**src/rtl/uart_cmd_parser_pkg.sv**
```systemverilog
// Shared constants and types for the UART command parser (package charmatrix_pkg).
// Latency: n/a (declarations only).
// Backpressure: n/a.
package charmatrix_pkg;

    localparam int MAX_CHARS_DEFAULT = 8;

    // ASCII control and printable-range bounds
    localparam logic [7:0] CH_ESC      = 8'h1B;
    localparam logic [7:0] CH_CR       = 8'h0D;
    localparam logic [7:0] CH_BS       = 8'h08;
    localparam logic [7:0] CH_PRINT_LO = 8'h20;
    localparam logic [7:0] CH_PRINT_HI = 8'h7E;

    // Command letters that may follow ESC
    localparam logic [7:0] CMD_COLOR = 8'h43;  // 'C'
    localparam logic [7:0] CMD_RAND  = 8'h52;  // 'R'
    localparam logic [7:0] CMD_HOME  = 8'h48;  // 'H'
    localparam logic [7:0] CMD_CLEAR = 8'h58;  // 'X'

    typedef enum logic [1:0] {
        IDLE      = 2'd0,
        ESC       = 2'd1,
        COLOR_ARG = 2'd2,
        CLEAR     = 2'd3
    } state_t;

endpackage

```
**src/rtl/uart_cmd_parser_if.sv**
```systemverilog
// Byte stream in, text-buffer write strobe out, optional echo (UART_CMD_PARSER_ECHO_EN).
// Latency: n/a (signal bundle only).
// Backpressure: rx_valid/rx_ready handshake; echo uses tx_valid/tx_ready.
interface uart_cmd_parser_if #(
    parameter int MAX_CHARS = 8
);
    localparam int AW = $clog2(MAX_CHARS);

    logic [7:0]    rx_data;
    logic          rx_valid;
    logic          rx_ready;
    logic          wr_en;
    logic [AW-1:0] wr_addr;
    logic [7:0]    wr_char;
    logic [3:0]    wr_color;
`ifdef UART_CMD_PARSER_ECHO_EN
    logic [7:0]    tx_data;
    logic          tx_valid;
    logic          tx_ready;

    // Parser side
    modport slave (
        input  rx_data, rx_valid, tx_ready,
        output rx_ready, wr_en, wr_addr, wr_char, wr_color, tx_data, tx_valid
    );
    // UART / buffer side
    modport master (
        output rx_data, rx_valid, tx_ready,
        input  rx_ready, wr_en, wr_addr, wr_char, wr_color, tx_data, tx_valid
    );
`else
    // Parser side
    modport slave (
        input  rx_data, rx_valid,
        output rx_ready, wr_en, wr_addr, wr_char, wr_color
    );
    // UART / buffer side
    modport master (
        output rx_data, rx_valid,
        input  rx_ready, wr_en, wr_addr, wr_char, wr_color
    );
`endif

endinterface

```
**src/rtl/uart_cmd_parser_hex_nibble_decode.sv**
```systemverilog
// Decodes an ASCII hex digit ('0'-'9', 'A'-'F', 'a'-'f') to its 4-bit value.
// Latency: combinational.
// Backpressure: none.
module hex_nibble_decode (
    input  logic [7:0] ch,
    output logic [3:0] value,
    output logic       valid
);

    // Range-check the byte and subtract the matching ASCII offset
    always_comb begin
        value = 4'd0;
        valid = 1'b0;
        if (ch >= 8'h30 && ch <= 8'h39) begin
            value = 4'(ch - 8'h30);
            valid = 1'b1;
        end else if (ch >= 8'h41 && ch <= 8'h46) begin
            value = 4'(ch - 8'h37);
            valid = 1'b1;
        end else if (ch >= 8'h61 && ch <= 8'h66) begin
            value = 4'(ch - 8'h57);
            valid = 1'b1;
        end
    end

endmodule

```
**src/rtl/uart_cmd_parser.sv**
```systemverilog
// Terminal-style parser: printable bytes -> buffer writes, ESC C/R/H/X commands; echo via UART_CMD_PARSER_ECHO_EN.
// Latency: every output registered, write/cmd_error 1 cycle after byte acceptance; CLEAR = MAX_CHARS write cycles.
// Backpressure: rx_ready drops for the cycle after each accept, for all of CLEAR, and while an echo is pending.
module uart_cmd_parser
    import charmatrix_pkg::*;
#(
    parameter int         MAX_CHARS     = MAX_CHARS_DEFAULT,
    parameter logic [3:0] DEFAULT_COLOR = 4'd0
) (
    input  logic                         clk,
    input  logic                         reset,
    uart_cmd_parser_if.slave             bus,
    input  logic [$clog2(MAX_CHARS)-1:0] max_index,
    input  logic [3:0]                   rnd_color,
    output logic [$clog2(MAX_CHARS)-1:0] cursor,
    output logic                         busy,
    output logic                         cmd_error
);

    localparam int            AW       = $clog2(MAX_CHARS);
    localparam logic [AW-1:0] LAST_IDX = AW'(MAX_CHARS - 1);

    state_t        state_q, state_n;
    logic [3:0]    color_q, color_n;
    logic          rand_q, rand_n;
    logic [AW-1:0] cursor_q, cursor_n;
    logic [AW-1:0] clr_q, clr_n;
    logic          wr_en_q, wr_en_n;
    logic [AW-1:0] wr_addr_q, wr_addr_n;
    logic [7:0]    wr_char_q, wr_char_n;
    logic [3:0]    wr_color_q, wr_color_n;
    logic          busy_q, busy_n;
    logic          err_q, err_n;
    logic          rdy_q, rdy_n;
    logic          accept;
    logic          echo_pending_n;
    logic [3:0]    hex_val;
    logic          hex_vld;
`ifdef UART_CMD_PARSER_ECHO_EN
    logic [7:0]    tx_data_q, tx_data_n;
    logic          tx_valid_q, tx_valid_n;
`endif

    hex_nibble_decode u_hex (
        .ch    (bus.rx_data),
        .value (hex_val),
        .valid (hex_vld)
    );

    // Next write position; a shrunken max_index forces a wrap to 0
    function automatic logic [AW-1:0] advance(input logic [AW-1:0] pos, input logic [AW-1:0] lim);
        return (pos >= lim) ? '0 : pos + AW'(1);
    endfunction

    // Next-state, datapath and registered-output values
    always_comb begin
        state_n    = state_q;
        color_n    = color_q;
        rand_n     = rand_q;
        cursor_n   = cursor_q;
        clr_n      = clr_q;
        wr_en_n    = 1'b0;
        wr_addr_n  = wr_addr_q;
        wr_char_n  = wr_char_q;
        wr_color_n = wr_color_q;
        err_n      = 1'b0;
        accept     = bus.rx_valid & rdy_q;

        case (state_q)
            IDLE: begin
                if (accept) begin
                    if (bus.rx_data >= CH_PRINT_LO && bus.rx_data <= CH_PRINT_HI) begin
                        wr_en_n    = 1'b1;
                        wr_addr_n  = cursor_q;
                        wr_char_n  = bus.rx_data;
                        wr_color_n = rand_q ? rnd_color : color_q;
                        cursor_n   = advance(cursor_q, max_index);
                    end else if (bus.rx_data == CH_CR) begin
                        cursor_n = '0;
                    end else if (bus.rx_data == CH_BS) begin
                        cursor_n = (cursor_q == '0) ? max_index : cursor_q - AW'(1);
                    end else if (bus.rx_data == CH_ESC) begin
                        state_n = ESC;
                    end
                end
            end
            ESC: begin
                if (accept) begin
                    state_n = IDLE;
                    case (bus.rx_data)
                        CMD_COLOR: state_n = COLOR_ARG;
                        CMD_RAND:  rand_n = 1'b1;
                        CMD_HOME: begin
                            cursor_n = '0;
                            color_n  = DEFAULT_COLOR;
                            rand_n   = 1'b0;
                        end
                        CMD_CLEAR: begin
                            state_n = CLEAR;
                            clr_n   = '0;
                        end
                        CH_ESC:    state_n = ESC;
                        default:   err_n = 1'b1;
                    endcase
                end
            end
            COLOR_ARG: begin
                if (accept) begin
                    state_n = IDLE;
                    if (hex_vld) begin
                        color_n = hex_val;
                        rand_n  = 1'b0;
                    end else begin
                        err_n = 1'b1;
                    end
                end
            end
            CLEAR: begin
                wr_en_n    = 1'b1;
                wr_addr_n  = clr_q;
                wr_char_n  = 8'h00;
                wr_color_n = 4'd0;
                if (clr_q == LAST_IDX) begin
                    state_n  = IDLE;
                    cursor_n = '0;
                    clr_n    = '0;
                end else begin
                    clr_n = clr_q + AW'(1);
                end
            end
            default: state_n = IDLE;
        endcase

`ifdef UART_CMD_PARSER_ECHO_EN
        tx_data_n  = tx_data_q;
        tx_valid_n = tx_valid_q;
        if (accept) begin
            tx_data_n  = bus.rx_data;
            tx_valid_n = 1'b1;
        end else if (tx_valid_q && bus.tx_ready) begin
            tx_valid_n = 1'b0;
        end
        echo_pending_n = tx_valid_n;
`else
        echo_pending_n = 1'b0;
`endif

        busy_n = (state_n == CLEAR);
        rdy_n  = (state_n != CLEAR) && !accept && !echo_pending_n;
    end

    // State and output registers with asynchronous reset
    always_ff @(posedge clk or posedge reset) begin
        if (reset) begin
            state_q    <= IDLE;
            color_q    <= DEFAULT_COLOR;
            rand_q     <= 1'b0;
            cursor_q   <= '0;
            clr_q      <= '0;
            wr_en_q    <= 1'b0;
            wr_addr_q  <= '0;
            wr_char_q  <= 8'h00;
            wr_color_q <= 4'd0;
            busy_q     <= 1'b0;
            err_q      <= 1'b0;
            rdy_q      <= 1'b0;
        end else begin
            state_q    <= state_n;
            color_q    <= color_n;
            rand_q     <= rand_n;
            cursor_q   <= cursor_n;
            clr_q      <= clr_n;
            wr_en_q    <= wr_en_n;
            wr_addr_q  <= wr_addr_n;
            wr_char_q  <= wr_char_n;
            wr_color_q <= wr_color_n;
            busy_q     <= busy_n;
            err_q      <= err_n;
            rdy_q      <= rdy_n;
        end
    end

`ifdef UART_CMD_PARSER_ECHO_EN
    // Echo holding register, cleared once the transmitter takes the byte
    always_ff @(posedge clk or posedge reset) begin
        if (reset) begin
            tx_data_q  <= 8'h00;
            tx_valid_q <= 1'b0;
        end else begin
            tx_data_q  <= tx_data_n;
            tx_valid_q <= tx_valid_n;
        end
    end

    assign bus.tx_data  = tx_data_q;
    assign bus.tx_valid = tx_valid_q;
`endif

    assign bus.rx_ready = rdy_q;
    assign bus.wr_en    = wr_en_q;
    assign bus.wr_addr  = wr_addr_q;
    assign bus.wr_char  = wr_char_q;
    assign bus.wr_color = wr_color_q;
    assign cursor       = cursor_q;
    assign busy         = busy_q;
    assign cmd_error    = err_q;

endmodule

```
**src/flat_wrapper.sv**
```systemverilog
// flat-port wrapper written by rule: the top's interface ports become plain ports
module uart_cmd_parser_flat import charmatrix_pkg::*;
#(
    parameter int         MAX_CHARS     = MAX_CHARS_DEFAULT,
    parameter logic [3:0] DEFAULT_COLOR = 4'd0
)
  (clk, reset, max_index, rnd_color, cursor, busy, cmd_error, bus_rx_data, bus_rx_valid, bus_rx_ready, bus_wr_en, bus_wr_addr, bus_wr_char, bus_wr_color);
  uart_cmd_parser_if #(.MAX_CHARS(MAX_CHARS)) bus_i ();
  input  logic clk;
  input  logic reset;
  input  logic [$clog2(MAX_CHARS)-1:0] max_index;
  input  logic [3:0] rnd_color;
  output logic [$clog2(MAX_CHARS)-1:0] cursor;
  output logic busy;
  output logic cmd_error;
  input wire logic [$bits(bus_i.rx_data)-1:0] bus_rx_data;
  input wire logic [$bits(bus_i.rx_valid)-1:0] bus_rx_valid;
  output wire logic [$bits(bus_i.rx_ready)-1:0] bus_rx_ready;
  output wire logic [$bits(bus_i.wr_en)-1:0] bus_wr_en;
  output wire logic [$bits(bus_i.wr_addr)-1:0] bus_wr_addr;
  output wire logic [$bits(bus_i.wr_char)-1:0] bus_wr_char;
  output wire logic [$bits(bus_i.wr_color)-1:0] bus_wr_color;
  assign bus_i.rx_data = bus_rx_data;
  assign bus_i.rx_valid = bus_rx_valid;
  assign bus_rx_ready = bus_i.rx_ready;
  assign bus_wr_en = bus_i.wr_en;
  assign bus_wr_addr = bus_i.wr_addr;
  assign bus_wr_char = bus_i.wr_char;
  assign bus_wr_color = bus_i.wr_color;
  uart_cmd_parser #(.MAX_CHARS(MAX_CHARS), .DEFAULT_COLOR(DEFAULT_COLOR)) u_core (.clk(clk), .reset(reset), .bus(bus_i), .max_index(max_index), .rnd_color(rnd_color), .cursor(cursor), .busy(busy), .cmd_error(cmd_error));
endmodule
```
**config.mk**
```make
export PLATFORM = sky130hd
export DESIGN_NAME = uart_cmd_parser_flat
export DESIGN_NICKNAME = d
export VERILOG_FILES = /design/src/rtl/uart_cmd_parser_pkg.sv /design/src/rtl/uart_cmd_parser_if.sv /design/src/rtl/uart_cmd_parser_hex_nibble_decode.sv /design/src/rtl/uart_cmd_parser.sv /design/src/flat_wrapper.sv
export SDC_FILE = /design/constraint.sdc
export NUM_CORES = 1
export LEC_CHECK = 0
export CAP_MARGIN = 40
export CORE_MARGIN = 2
export CORE_UTILIZATION = 52
export DETAILED_ROUTE_END_ITERATION = 8
export PLACE_DENSITY_LB_ADDON = 0.3
export SYNTH_ARGS = -nofsm -noshare
export SYNTH_HDL_FRONTEND = slang
export SYNTH_HIERARCHICAL = 1
export SYNTH_SLANG_ARGS = --single-unit
```
**constraint.sdc**
```tcl
create_clock -name clk -period 2 [get_ports clk]
set_input_delay 0.3 -clock clk [delete_from_list [all_inputs] [get_ports clk]]
set_output_delay 0.3 -clock clk [all_outputs]
set_load 0.02 [all_outputs]
```
### Word-level counts from Yosys, hierarchy flattened

Index checks and enable logic that the tools add are counted.

* bits in writable memories: 0
* bits of input ports: 18
* bits in registers: 32
* memories: 0
* bits in latches: 0
* ROM bits: 0

* div/mod/pow operators: 0
* $lt $le $gt $ge: 9
* mux-type cells: 58
* equal/unequal tests: 23
* add/subtract/negate cells: 6
* bitwise logic cells: 1
* shift operators: 0
* multipliers: 0
* reductions and logical operators: 18

Operator list (count)
* $mux 3: 14
* $mux 4: 10
* $eq 8x7->1 const B: 4
* $le 8x7->1 const B: 3
* $eq 8x4->1 const B: 2
* $ge 8x6->1 const B: 2
* $ge 8x7->1 const B: 2
* $mux 2: 8
* $mux 8: 2
* $ne 2x1->1 const B: 8
* $pmux 4 s2: 2
* $pmux 8 s2: 1
* $mux 1: 12
* $pmux 3 s2: 2
* $reduce_and 5->1: 2
* $pmux 3 s3: 1
* $eq 8x5->1 const B: 1
* $le 8x6->1 const B: 1
* $pmux 1 s2: 4
* $pmux 2 s4: 1
* $sub 4x3->4 const B: 2
* $add 3x1->3 const B: 2
* $eq 2x2->1 const B: 3
* $pmux 2 s3: 1
* 18 further kinds: 25

### Depth between registers and ports, before layout

* word-level depth: 9
* depth in mapped cells: 10
* mapped depth without buffers: 10

### Cells and area by module

The synthesis kept the hierarchy.

By module, submodules not included
* uart_cmd_parser: area an instance 1861.8 um^2, cells each 193, times used 1
* hex_nibble_decode: area an instance 203.9 um^2, cells each 25, times used 1

### Worst setup path after synthesis

No wires, ideal clock.

* path type: reg2reg
* start point: register u_core.cursor_q[0], in the netlist u_core/cursor[0]
* end point: register u_core.cursor_q[2], in the netlist u_core/cursor[2]
* cell stages (with the launch flop): 8
* required time: 1.899 ns
* data arrival time: 1.721 ns
* path slack: 0.178 ns
* period minus slack after synthesis: 1.822 ns
* path through: dfrtp_1 > inv_1 > ha_1 > nand2b_1 > a21o_1 > a21oi_1 > a21boi_0 > o32ai_1

* word-level cells in the longest chain between the ends: 7

Ends and longest elaborated chain
* from (decl): RTL line uart_cmd_parser.sv:26 `logic [AW-1:0] cursor_q, cursor_n;`
* from (signal assigned): RTL line uart_cmd_parser.sv:171 `cursor_q <= cursor_n;`
* $sub 3x1->3 or $logic_not 3->1 (tied branches): RTL line uart_cmd_parser.sv:81 `cursor_n = (cursor_q == '0) ? max_index : cursor_q - AW'(1);`
* $mux 3: RTL line uart_cmd_parser.sv:81
* $mux 3: RTL line uart_cmd_parser.sv:80 `end else if (bus.rx_data == CH_BS) begin`
* $mux 3: RTL line uart_cmd_parser.sv:78 `end else if (bus.rx_data == CH_CR) begin`
* $mux 3 *: RTL line uart_cmd_parser.sv:72 `if (bus.rx_data >= CH_PRINT_LO && bus.rx_data <= CH_PRINT_HI) begin`
* $mux 3 *: RTL line uart_cmd_parser.sv:71 `if (accept) begin`
* $pmux 3 s3 *: RTL line uart_cmd_parser.sv:69 `case (state_q)`

Every way passes the cells marked *; elsewhere a longest branch is shown, timed or not. The select of a mux whose other input is x is not followed.
A chain may end at the register's enable or synchronous reset.

### Worst setup path in the final report

* start point: input bus_rx_data[1]
* end point: register u_core.cursor_q[2], in the netlist u_core/cursor[2]

* word-level cells in the longest chain between the ends: 5

Ends and longest elaborated chain
* from (decl): RTL line flat_wrapper.sv:16 `input wire logic [$bits(bus_i.rx_data)-1:0] bus_rx_data;`
* $ge 8x6->1 (tied with other cells): RTL line uart_cmd_parser.sv:72
* $logic_and 1x1->1 or $mux 3 (tied branches): RTL line uart_cmd_parser.sv:72, uart_cmd_parser.sv:78
* $mux 3: RTL line uart_cmd_parser.sv:72
* $mux 3: RTL line uart_cmd_parser.sv:71
* $pmux 3 s3: RTL line uart_cmd_parser.sv:69

Several ways; a longest one is shown, not always the timed one. The select of a mux whose other input is x is not followed.

==> results.sh <==
export IMPL_synth_top_family_by_area="compound AO/OA/AOI/OAI gates"
export IMPL_vias=1992
export IMPL_cts_sinks=32
export IMPL_design_area_um2=3005
export IMPL_layout_drive_gt1_share_pct=21.40
export IMPL_routed_wl_mm=5.313
export IMPL_antenna_found_initial=0
export IMPL_hold_start="bus_rx_data[5]"
export IMPL_grt_overflow=0
export IMPL_placed_area_um2=2793
export IMPL_numCtsBuffers=5
export IMPL_synth_simple_area_share_pct=20.29
export IMPL_final_net_count=332
export IMPL_root_buffer="clkbuf_8"
export IMPL_cp_startpoint="bus_rx_data[1]"
export IMPL_synth_area_mux_share_pct=4.906
export IMPL_die_area_um2=4493
export IMPL_hold_buffers=0
export IMPL_setup_viol=0
export IMPL_die_h_um=67.03
export IMPL_htree_levels=2
export IMPL_synth_xor_area_share_pct=0.4240
export IMPL_r2r_start="u_core/cursor[0]"
export IMPL_worst_path_max_fanout=6
export IMPL_antenna_cells=0
export IMPL_cts_path_max_buffers=2
export IMPL_cts_tree="built"
export IMPL_dpl_hpwl_mm=3.932
export IMPL_gp_congestion=0.8628
export IMPL_synth_cell_type_count=52
export IMPL_cp_required_ps=2200
export IMPL_tns_ps=0
export IMPL_drv_slew=0
export IMPL_viasPerCell=5.741
export IMPL_drc=0
export IMPL_rows=22
export IMPL_async_flop_share_pct=100.0
export IMPL_wl_met3_um=281
export IMPL_finalCritPeriodShare_pct=95.98
export IMPL_grt_pass1_wl_mm=8.493
export IMPL_ys_warn_count=6
export IMPL_syn_area_um2=2066
export IMPL_clk_latency_ps=290
export IMPL_synth_ff_type="dfrtp_1"
export IMPL_syn_area_per_cell_um2=9.476
export IMPL_coreArea_um2=3744
export IMPL_path_class="primary input to flip-flop"
export IMPL_start_util_pct=55.18
export IMPL_area_growth_pct=45.49
export IMPL_syn_nets=252
export IMPL_wl_met2_mm=2.716
export IMPL_synthCells=218
export IMPL_fin_skew_ps=7.777
export IMPL_clock_fmax_mhz=520.9
export IMPL_wl_per_cell_um=15.31
export IMPL_start_kind="primary input"
export IMPL_finalHoldViolCount=0
export IMPL_dr_pass1_iters=5
export IMPL_clkSlewWorstSetupHoldPaths_ps=70
export IMPL_synth_edf_count=0
export IMPL_drv_cap=0
export IMPL_synth_compound_area_share_pct=22.23
export IMPL_vdd_drop_max_mv=0.5197
export IMPL_final_min_clock_period_ps=1920
export IMPL_tightest_slew_ps=399.8
export IMPL_ys_seq_area_share_pct=38.76
export IMPL_slew_headroom_pct=73.35
export IMPL_synth_fa_ha_area_share_pct=9.691
export IMPL_wl_met1_mm=2.194
export IMPL_cp_end_kind="flip-flop"
export IMPL_drt_iter0_markers=229
export IMPL_ys_ff_latch=32
export IMPL_ios=40
export IMPL_io_buffers=39
export IMPL_hp_class="primary input to flip-flop"
export IMPL_ant_nets=0
export IMPL_grt_pass1_vias=1917
export IMPL_crit_arrival_ps=2120
export IMPL_grt_total_usage_pct=25.08
export IMPL_total_leakage_power_nw=1.414
export IMPL_status="completed"
export IMPL_routed_top_layer="met4"
export IMPL_power_density_nw_per_um2=778.3
export IMPL_die_w_um=67.03
export IMPL_grt_max_degree=33
-- synth_stat cells, types with 2 or more instances --
library cell  instances  area share, %
dfrtp_1              32             39
nand2_1              30            5.5
ha_1                 16            9.7
inv_1                14            2.5
o21ai_0              11            2.7
mux2i_1               9            4.4
a21oi_1               8            1.9
nor2_1                8            1.5
a22o_1                7            3.0
nand2b_1              6            1.8
o21ai_1               6            1.5
o31ai_1               6            2.2
nor2b_1               5            1.5
and2_1                4            1.2
clkbuf_1              4           0.73
a31oi_1               3           0.91
a32o_1                3            1.5
nor4bb_1              3            1.5
o21bai_1              3            1.1
or2_2                 3           0.91
a211oi_1              2           0.73
a21o_1                2           0.73
a32oi_1               2           0.85
nand3_1               2           0.48
o211ai_1              2           0.73
-- cells by family (layout without fill, tap and decap cells) --
group | Yosys count | count (layout)
flops | 32 | 32
simple gates | 74 | 74
compound gates | 65 | 65
fa+ha+maj | 16 | 16
xor+xnor | 1 | 1
mux | 10 | 10
buf+inv | 20 | 101
-- sequential cells by signal, summed over array words and instances, names as in the netlist, 2 cells and up --
| register | cells |
|---|---|
| u_core/bus.wr_addr | 3 |
| u_core/cursor | 3 |
| u_core/color_q | 4 |
| u_core/bus.wr_char | 8 |
| u_core/clr_q | 3 |
| u_core/bus.wr_color | 4 |
| u_core/state_q | 2 |
-- cell usage in the layout (no fill, tap or decap), types with 3 or more instances in the layout --
master	count
o21ai_1	6
and2_1	4
nand2b_1	6
inv_1	14
o21bai_1	3
a32o_1	3
nor2_1	8
nor2b_1	5
o31ai_1	4
nand2_1	30
a22o_1	7
dfrtp_1	32
dlymetal6s2s_1	6
or2_2	3
a31oi_1	3
o21ai_0	11
a21oi_1	8
mux2i_1	9
clkdlybuf4s50_1	32
nor4bb_1	3
clkbuf_8	5
buf_4	39
ha_1	16
-- worst paths after layout --
path	end	slack, ps	depth (start not counted)
setup / recovery	u_core/cursor[2]	80	8
hold / removal	u_core/bus.wr_char[5]	350	2
setup reg to reg	u_core/cursor[0]	90	7
hold reg to reg	u_core/bus.wr_char[7]	480	1
max in group asynchronous	u_core/color_q[2]	1310	3
min in group asynchronous	u_core/cursor[2]	410	3
-- stage by stage --
| step | worst slack [ps] | total power, mW | hold slack (ps) | cells | utilization [%] |
|---|---|---|---|---|---|
| floorplan | 177.8 | 1.294 | 416.2 | 218 | - |
| global placement | -301.9 | 1.655 | 461.6 | 339 | 74.60 |
| detailed placement | -402.8 | 1.687 | 477.2 | 339 | 74.60 |
| CTS | 5.483 | 2.312 | 416.1 | 347 | 77.87 |
| global route | -32.54 | 2.469 | 378.7 | 347 | 80.28 |
| finish | 80.33 | 2.339 | 350.2 | 347 | 80.28 |
-- worst max-delay path, stage by stage --
cell	delay (ps)
clkdlybuf4s50_1	520
buf_4	160
nand2b_1	270
nor3_1	110
buf_4	160
o21bai_1	210
nand2_1	110
o32ai_2	260
-- report_power, final --
group | switching, mW | total, mW | internal, mW
Sequential | 0.0782 | 0.811 | 0.733
Combinational | 0.473 | 0.920 | 0.447
Clock | 0.239 | 0.608 | 0.369
Total | 0.790 | 2.34 | 1.55
-- what timing repair did --
action	4_1_cts	5_1_grt
setup endpoints to repair	7	16
pin swaps	3	4
gates resized for setup	4	16
setup buffers	0	0
-- final cells by class --
type,count,area [um^2]
timing repair buffer,79,708.2
fill,258,738.2
tap,48,60.06
sequential,32,800.8
clock inverter,2,35.03
clock buffer,6,72.57
multi-input combinational,166,1276
inverter,14,52.55
-- per-layer routing --
layer | track usage [%] | vias to the layer above
li1 | - | 954
met1 | 30.18 | 946
met2 | 43.69 | 78
met3 | 3.041 | 14
met4 | 12.50 | 0
met5 | 0 | -
No activity file was read; power rests on OpenSTA's default activity.
